$ cat src/rtl/fir_pkg.sv
// Shared types and constants for the serial FIR sequencer.
package fir_pkg;

  typedef enum logic {IDLE = 1'b0, MAC = 1'b1} state_t;

  localparam int N_TAPS_DEF = 4;

  // Tap-index width; never narrower than one bit.
  function automatic int idx_w(input int n);
    return (n > 1) ? $clog2(n) : 1;
  endfunction

  localparam int TAP_IW = idx_w(N_TAPS_DEF);

  function automatic int coef_default(input int k);
    return k + 1;
  endfunction

endpackage

$ cat src/rtl/fir_mac_sequencer_if.sv
// Sample, coefficient-config and result signals of the FIR sequencer.
interface fir_mac_sequencer_if
  import fir_pkg::*;
#(
  parameter int N_TAPS = 4,
  parameter int DW     = 8,
  parameter int CW     = 8,
  parameter int AW     = 16
);
  localparam int IW = idx_w(N_TAPS);

  logic                 s_valid;
  logic                 s_ready;
  logic signed [DW-1:0] s_data;
  logic                 cfg_we;
  logic [IW-1:0]        cfg_addr;
  logic signed [CW-1:0] cfg_data;
  logic                 cfg_err;
  logic                 m_valid;
  logic signed [AW-1:0] m_data;
  logic                 busy;

  modport master (
    output s_valid, s_data, cfg_we, cfg_addr, cfg_data,
    input  s_ready, cfg_err, m_valid, m_data, busy
  );

  modport slave (
    input  s_valid, s_data, cfg_we, cfg_addr, cfg_data,
    output s_ready, cfg_err, m_valid, m_data, busy
  );
endinterface

$ cat src/rtl/fir_mac_unit.sv
// Combinational signed multiply-accumulate: o_sum = i_acc + sext(i_x * i_c), wrapping at AW bits.
module fir_mac_unit #(
  parameter int DW = 8,
  parameter int CW = 8,
  parameter int AW = 16
) (
  input  logic signed [AW-1:0] i_acc,
  input  logic signed [DW-1:0] i_x,
  input  logic signed [CW-1:0] i_c,
  output logic signed [AW-1:0] o_sum
);
  logic signed [DW+CW-1:0] w_prod;

  assign w_prod = i_x * i_c;
  assign o_sum  = i_acc + AW'(w_prod);
endmodule

$ cat src/rtl/fir_mac_sequencer.sv
// Serial FIR controller: one shared MAC walks N_TAPS taps per accepted sample.
module fir_mac_sequencer
  import fir_pkg::*;
#(
  parameter int N_TAPS = 4,
  parameter int DW     = 8,
  parameter int CW     = 8,
  parameter int AW     = 16
) (
  input logic                  clk,
  input logic                  reset,
  fir_mac_sequencer_if.slave   bus
);
  localparam int             IW   = idx_w(N_TAPS);
  localparam logic [IW:0]    NT   = (IW+1)'(N_TAPS);
  localparam logic [IW-1:0]  LAST = IW'(N_TAPS - 1);

  state_t                     r_state;
  logic [IW-1:0]              r_k;
  logic signed [AW-1:0]       r_acc;
  logic [N_TAPS-1:0][DW-1:0]  r_dl;
  logic [N_TAPS-1:0][CW-1:0]  r_coef;
  logic                       r_m_valid;
  logic signed [AW-1:0]       r_m_data;
  logic                       r_cfg_err;

  logic                       w_s_ready;
  logic                       w_addr_ok;
  logic signed [AW-1:0]       w_sum;

  // cfg_we steals the IDLE slot so a write and an accept never share an edge.
  assign w_s_ready = (r_state == IDLE) && !bus.cfg_we && !reset;
  assign w_addr_ok = {1'b0, bus.cfg_addr} < NT;

  fir_mac_unit #(.DW(DW), .CW(CW), .AW(AW)) u_mac (
    .i_acc (r_acc),
    .i_x   (r_dl[r_k]),
    .i_c   (r_coef[r_k]),
    .o_sum (w_sum)
  );

  always_ff @(posedge clk or posedge reset) begin
    if (reset) begin
      r_state   <= IDLE;
      r_k       <= '0;
      r_acc     <= '0;
      r_dl      <= '0;
      r_m_valid <= 1'b0;
      r_m_data  <= '0;
      r_cfg_err <= 1'b0;
      for (int k = 0; k < N_TAPS; k++) r_coef[k] <= CW'(coef_default(k));
    end else begin
      r_m_valid <= 1'b0;
      r_cfg_err <= 1'b0;
      if (bus.cfg_we) begin
        if (r_state == IDLE && w_addr_ok) r_coef[bus.cfg_addr] <= bus.cfg_data;
        else                              r_cfg_err <= 1'b1;
      end
      case (r_state)
        IDLE: if (bus.s_valid && w_s_ready) begin
          r_dl    <= {r_dl[N_TAPS-2:0], bus.s_data};
          r_acc   <= '0;
          r_k     <= '0;
          r_state <= MAC;
        end
        MAC: begin
          r_acc <= w_sum;
          if (r_k == LAST) begin
            r_m_data  <= w_sum;
            r_m_valid <= 1'b1;
            r_k       <= '0;
            r_state   <= IDLE;
          end else begin
            r_k <= r_k + 1'b1;
          end
        end
        default: r_state <= IDLE;
      endcase
    end
  end

  assign bus.s_ready = w_s_ready;
  assign bus.cfg_err = r_cfg_err;
  assign bus.m_valid = r_m_valid;
  assign bus.m_data  = r_m_data;
  assign bus.busy    = (r_state == MAC);
endmodule

$ cat src/flat_wrapper.sv
// flat-port wrapper written by rule: the top's interface ports become plain ports
module fir_mac_sequencer_flat import fir_pkg::*;
#(
  parameter int N_TAPS = 4,
  parameter int DW     = 8,
  parameter int CW     = 8,
  parameter int AW     = 16
)
  (clk, reset, bus_s_valid, bus_s_data, bus_cfg_we, bus_cfg_addr, bus_cfg_data, bus_s_ready, bus_cfg_err, bus_m_valid, bus_m_data, bus_busy);
  fir_mac_sequencer_if #(.N_TAPS(N_TAPS), .DW(DW), .CW(CW), .AW(AW)) bus_i ();
  input logic clk;
  input logic reset;
  input wire logic [$bits(bus_i.s_valid)-1:0] bus_s_valid;
  input wire logic [$bits(bus_i.s_data)-1:0] bus_s_data;
  input wire logic [$bits(bus_i.cfg_we)-1:0] bus_cfg_we;
  input wire logic [$bits(bus_i.cfg_addr)-1:0] bus_cfg_addr;
  input wire logic [$bits(bus_i.cfg_data)-1:0] bus_cfg_data;
  output wire logic [$bits(bus_i.s_ready)-1:0] bus_s_ready;
  output wire logic [$bits(bus_i.cfg_err)-1:0] bus_cfg_err;
  output wire logic [$bits(bus_i.m_valid)-1:0] bus_m_valid;
  output wire logic [$bits(bus_i.m_data)-1:0] bus_m_data;
  output wire logic [$bits(bus_i.busy)-1:0] bus_busy;
  assign bus_i.s_valid = bus_s_valid;
  assign bus_i.s_data = bus_s_data;
  assign bus_i.cfg_we = bus_cfg_we;
  assign bus_i.cfg_addr = bus_cfg_addr;
  assign bus_i.cfg_data = bus_cfg_data;
  assign bus_s_ready = bus_i.s_ready;
  assign bus_cfg_err = bus_i.cfg_err;
  assign bus_m_valid = bus_i.m_valid;
  assign bus_m_data = bus_i.m_data;
  assign bus_busy = bus_i.busy;
  fir_mac_sequencer #(.N_TAPS(N_TAPS), .DW(DW), .CW(CW), .AW(AW)) u_core (.clk(clk), .reset(reset), .bus(bus_i));
endmodule
$ cat config.mk
export PLATFORM = sky130hd
export DESIGN_NAME = fir_mac_sequencer_flat
export DESIGN_NICKNAME = d
export VERILOG_FILES = /design/src/rtl/fir_pkg.sv /design/src/rtl/fir_mac_sequencer_if.sv /design/src/rtl/fir_mac_unit.sv /design/src/rtl/fir_mac_sequencer.sv /design/src/flat_wrapper.sv
export SDC_FILE = /design/constraint.sdc
export NUM_CORES = 1
export LEC_CHECK = 0
export BUFFER_PORTS_ARGS = -buffer_cell sky130_fd_sc_hd__buf_2
export CAP_MARGIN = 40
export CORE_MARGIN = 3
export CORE_UTILIZATION = 55
export DETAILED_ROUTE_END_ITERATION = 8
export PLACE_DENSITY = 0.73
export SLEW_MARGIN = 20
export SYNTH_ARGS = -nofsm -noshare
export SYNTH_HDL_FRONTEND = slang
export SYNTH_SLANG_ARGS = --single-unit
$ cat constraint.sdc
create_clock -name clk -period 5.1 [get_ports clk]
set_input_delay 0.255 -clock clk [delete_from_list [all_inputs] [get_ports clk]]
set_output_delay 0.255 -clock clk [all_outputs]
set_load 0.02 [all_outputs]
======== Yosys cells after proc, flatten, opt, wreduce, memory -nomap -nowiden ========
Index checks and enable logic that the tools add are counted.
word-level totals
  logic and storage cells ................. 51
  input port bits ......................... 22
  output and inout bits ................... 20
  register bits after elaboration ......... 101
operators by class
  add/sub/neg operators ................... 2
  muxes and demuxes ....................... 19
  reductions and logical operators ........ 9
  $lt $le $gt $ge ......................... 3
  multiply operators ...................... 1
  bitwise gates (word level) .............. 1
  equal/unequal tests ..................... 2
operator list
  kind                 count
  $bmux 8 s2           2
  $bwmux 32            1
  $pmux 16 s2          1
  $mux 8               3
  $add 16x16->16       1
  $demux 8 s2          1
  $mul 8x8->16         1
  $mux 16              1
  $lt 2x3->1 const B   2
  $mux 1               6
  $reduce_and 2->1     3
  $logic_and 1x1->1    4
  $mux 2               2
  $pmux 2 s2           1
  $add 2x1->2 const B  1
  $eq 2x2->1 const B   1
  $ge 2x1->1 const B   1
  $logic_not 1->1      2
  $ne 2x2->1 const B   1
  $pmux 1 s2           1
  $not 1->1            1

======== Longest topological paths before layout ========
  depth in word-level cells ............... 6
  mapped depth ............................ 21
  gate-level depth less buffers ........... 20

======== Modules after synthesis ========
Synthesis repeated with hierarchy kept, for this count alone.
unflattened totals
  cells, all modules ...................... 583
  area total of the unflattened synthesis .. 7,333.3 sq um
modules (own cells, without submodules)
  module             area an instance (sq um)  times used  sequential area each (sq um)  cells an instance
  fir_mac_sequencer  4,418.0                   1           2,533.7                       282
  fir_mac_unit       2,915.3                   1           0.0                           301

======== Worst setup path after synthesis ========
No wires, ideal clock.
  path kind ............................... register to register
  from .................................... register u_core.r_k[0]
  to ...................................... register u_core.r_m_data[15] (netlist: u_core.bus.m_data[15])
  path buffers ............................ 1
  data required time ...................... 4,975 ps
  arrival time ............................ 5,265 ps
  path slack .............................. -290 ps
  period minus slack after synthesis ...... 5,390 ps
  stages on the path, launching flop included .. 17
  setup time .............................. 125 ps
  cell sequence ........................... dfrtp_1 -> buf_4 -> mux4_2 -> or2_2 -> fa_1 -> fa_1 -> inv_1 -> fa_1 -> fa_1 -> fa_1 -> ha_1 -> o21ai_1 -> o21ai_1 -> o21ai_2 -> o31ai_4 -> xnor2_1 -> mux2_4
on the way
  word-level cells in the longest chain between the ends .. 4
  elaborated cells on any way between the ends .. 8
RTL lines
  element                        RTL line                                          RTL
  start, declared                fir_mac_sequencer.sv:19                           logic [IW-1:0] r_k;
  start signal, assigned         fir_mac_sequencer.sv:74                           r_k <= r_k + 1'b1;
  $bmux 8 s2 (on tied branches)  fir_mac_sequencer.sv:37, fir_mac_sequencer.sv:38
  $mux 8 (on tied branches)      fir_mac_sequencer.sv:37, fir_mac_sequencer.sv:38
  $mul 8x8->16                   fir_mac_unit.sv:14                                assign w_prod = i_x * i_c;
  $add 16x16->16                 fir_mac_unit.sv:15                                assign o_sum = i_acc + AW'(w_prod);
  end signal, assigned           fir_mac_sequencer.sv:69                           r_m_data <= w_sum;
  end, declared                  fir_mac_sequencer.sv:24                           logic signed [AW-1:0] r_m_data;
Parallel ways exist; a longest one is shown, timed or not. The select of a mux whose other input is x is not followed.
A chain may end at the register's enable or synchronous reset.

======== Worst setup path after layout ========
  from .................................... register u_core.r_k[0]
  to ...................................... register u_core.r_m_data[13] (netlist: u_core.bus.m_data[13])
Same word-level chain as after synthesis.

==> qor.yml <==
die_w_um: 120
grt_max_degree: 68
h-tree-depth: 3
synthFlopType: "dfrtp_1"
drive_above_1_share: 0.424
antenna_cells: 0
required_ps: 5350
syn_inst: 583
cts_root_buf: "clkbuf_16"
grt_first_pass_wirelength_um: 26200
slew_violations: 0
start_util: 0.578
yosys-top-cells-area: "dfrtp_1 (34%), fa_1 (20%), mux2_2 (12%), ha_1 (6.7%), mux4_2 (4.7%)"
clk_pin_slew_worst_paths_ps: 70
routed_wirelength_um: 15000
rsz0062_at_grt: "true"
fmax_mhz: 191
crit_path_end_kind: "register"
die-area_mm2: 0.0143
synth_top_area_share: 0.338
crit_chain: "buf_12, buf_12, mux4_2, and2_4, fa_2, fa_1, inv_1, fa_1, inv_1, fa_2, fa_1, ha_4, o21ai_2, o21ai_2, o21ai_4, o21ai_2, xnor2_2, mux2_2"
arrival_ps: 5500
antenna_left: 0
synth_edf_count: 0
start_kind: "register"
max_stage_delay_ps: 620
antenna_found_initial: 0
status: "finished, violations left"
clock_skew_ps: 10.6
clockBufferDepth: 2
gp_congestion: 0.845
post-route-util: 0.711
synth.cell_area_mm2: 0.00711
via_count: 4658
slowest_stage: "mux4_2"
crit_type: "reg -> reg"
fin_crit_sh: 1.03
violations: "negative setup slack"
tightest_slew_ps: 660
yosysUniqueCellTypes: 45
synth_nets: 714
multi_input_area_mm2: 0.00459
place_hpwl_um: 11100
routed_via_density: 5.41
cp_max_fo: 8
setup_viol: 11
seqCellArea_mm2: 0.00253
holdCritPathClass: "in -> reg"
period_needed_ps: 5250
async_flop_share: 1.00
grt_pass1_vias: 5166
synth_area_per_cell_um2: 12.2
pre_cts_ws_ps: -249
synth_seq_area_share: 0.356
yosysTopAreaCell: "dfrtp_1"
syn_to_final_growth_pct: 23.1
yosysWarnings: 0
layout_commonest_cell: "dfrtp_1"
cts_tree: "done"
drv_cap: 0
num-fill-cells: 842
nNetsFinal: 819
final_hold_viol_count: 0
drt_iter0_drc: 210
die_h_um: 120
io_buffers: 41
drc: 0
clock_sinks: 101
slew_headroom: 0.558
synth_seq_cells: 101
final_cell_mix: "dfrtp_1 (95), mux2_2 (73), inv_1 (69)"
ios: 42
grt_use_total: 0.235
path_delay_family: "adder cells"
numCtsBuffers: 9
firstDrtPassIters: 4
grt-ovfl-total: 0
wl_per_cell_um: 17.5
clkLatencyLatePin_ps: 360
row_count: 40
timing.final.ws_setup_ps: -147
worst-path-buf-inv: 4
core_mm2: 0.0123
-- area by class of cell --
class                   instances  share of cell area
flip-flops and latches        101               0.289
clock buffers                  11              0.0266
inverters                      74              0.0320
clock inverters                 5             0.00700
well taps                     168              0.0240
repair buffers                111              0.0970
multi-input cells             391               0.524
-- path summary, 6_finish.rpt --
kind / to / startpoint / cells past startpoint / slack (ps)
max: u_core.bus.m_data[13] / u_core.r_k[0] / 18 / -150
min: u_core.r_dl[7] / bus_s_data[7] / 2 / 120
max reg2reg: u_core.bus.m_data[13] / u_core.r_k[0] / 18 / -150
min reg2reg: u_core.bus.m_data[8] / u_core.bus.m_data[8] / 2 / 480
max in group asynchronous: u_core.r_coef[26] / reset / 5 / 3620
min in group asynchronous: u_core.bus.cfg_err / reset / 3 / 470
-- cells in the mapped netlist (all sizes together) (2+ instances only) --
cell and count:
a211o 3, a21o 2, a21oi 9, a22o 2, and2 37, buf 12, clkbuf 5, dfrtp 96
dfstp 5, fa 71, ha 38, inv 74, mux2 75, mux4 15, nand2 55, nand3 6
nand4 3, nor2 8, nor3 2, nor4bb 2, o21ai 25, o21bai 2, o31ai 3, or2 2
xnor2 15, xor2 4
-- kinds of logic (layout without fill, tap and decap cells) --
group	count (synthesis)	count (layout)	share of synthesized area
simple gates	121	121	0.0874
mux	91	91	0.168
flops	101	101	0.356
compound gates	51	51	0.0473
fa+ha+maj	109	109	0.267
buf+inv	91	201	0.0508
xor+xnor	19	19	0.0234
-- metrics by stage --
| stage | hold slack, ps | area [um^2] | TNS [ps] | std cells |
|---|---|---|---|---|
| final | 124 | 8760 | -619 | 861 |
| after detailed placement | 317 | 7930 | -1980 | 826 |
| after CTS | 113 | 8620 | -739 | 858 |
| after floorplan | 384 | 7170 | -14.3 | 583 |
| after global routing | 106 | 8760 | -3130 | 861 |
| after global placement | 301 | 7910 | -1040 | 825 |
-- layer usage --
metal / vias to the layer above / global-route usage / share of wire
met3: 32 / 0.0580 / 0.051
met5: - / 0 / 0
met1: 2377 / 0.307 / 0.42
met4: 0 / 0.0759 / 0.026
li1: 2140 / - / -
met2: 109 / 0.387 / 0.50
-- flip-flops by register name (all words and copies together) (netlist names) --
name,count
u_core.bus.busy,1
u_core.r_coef,32
u_core.bus.cfg_err,1
u_core.bus.m_valid,1
u_core.bus.m_data,16
u_core.r_dl,32
u_core.r_k,2
u_core.r_acc,16
-- worst register-to-register path: cells and delay by family, from the launching register on --
kind / cells / cell delay (ps)
buffers and inverters: 4 / 340
adder cells (fa/ha/maj): 6 / 2570
AND/OR/NAND/NOR: 1 / 200
XOR/XNOR: 1 / 110
AO/OA/AOI/OAI: 4 / 610
multiplexers: 2 / 890
flip-flops: 1 / 430
-- repair_timing --
action / CTS / global route
pin swaps: 47 / 17
gates cloned: 0 / 0
buffers inserted: 15 / 2
setup endpoints to repair: 13 / 15
hold endpoints to repair: 34 / 0
hold buffers: 1 / 0
resized for setup: 55 / 22
Power is not shown: default switching activity piles up to over one toggle a cycle in this logic, so the estimate is an artifact.
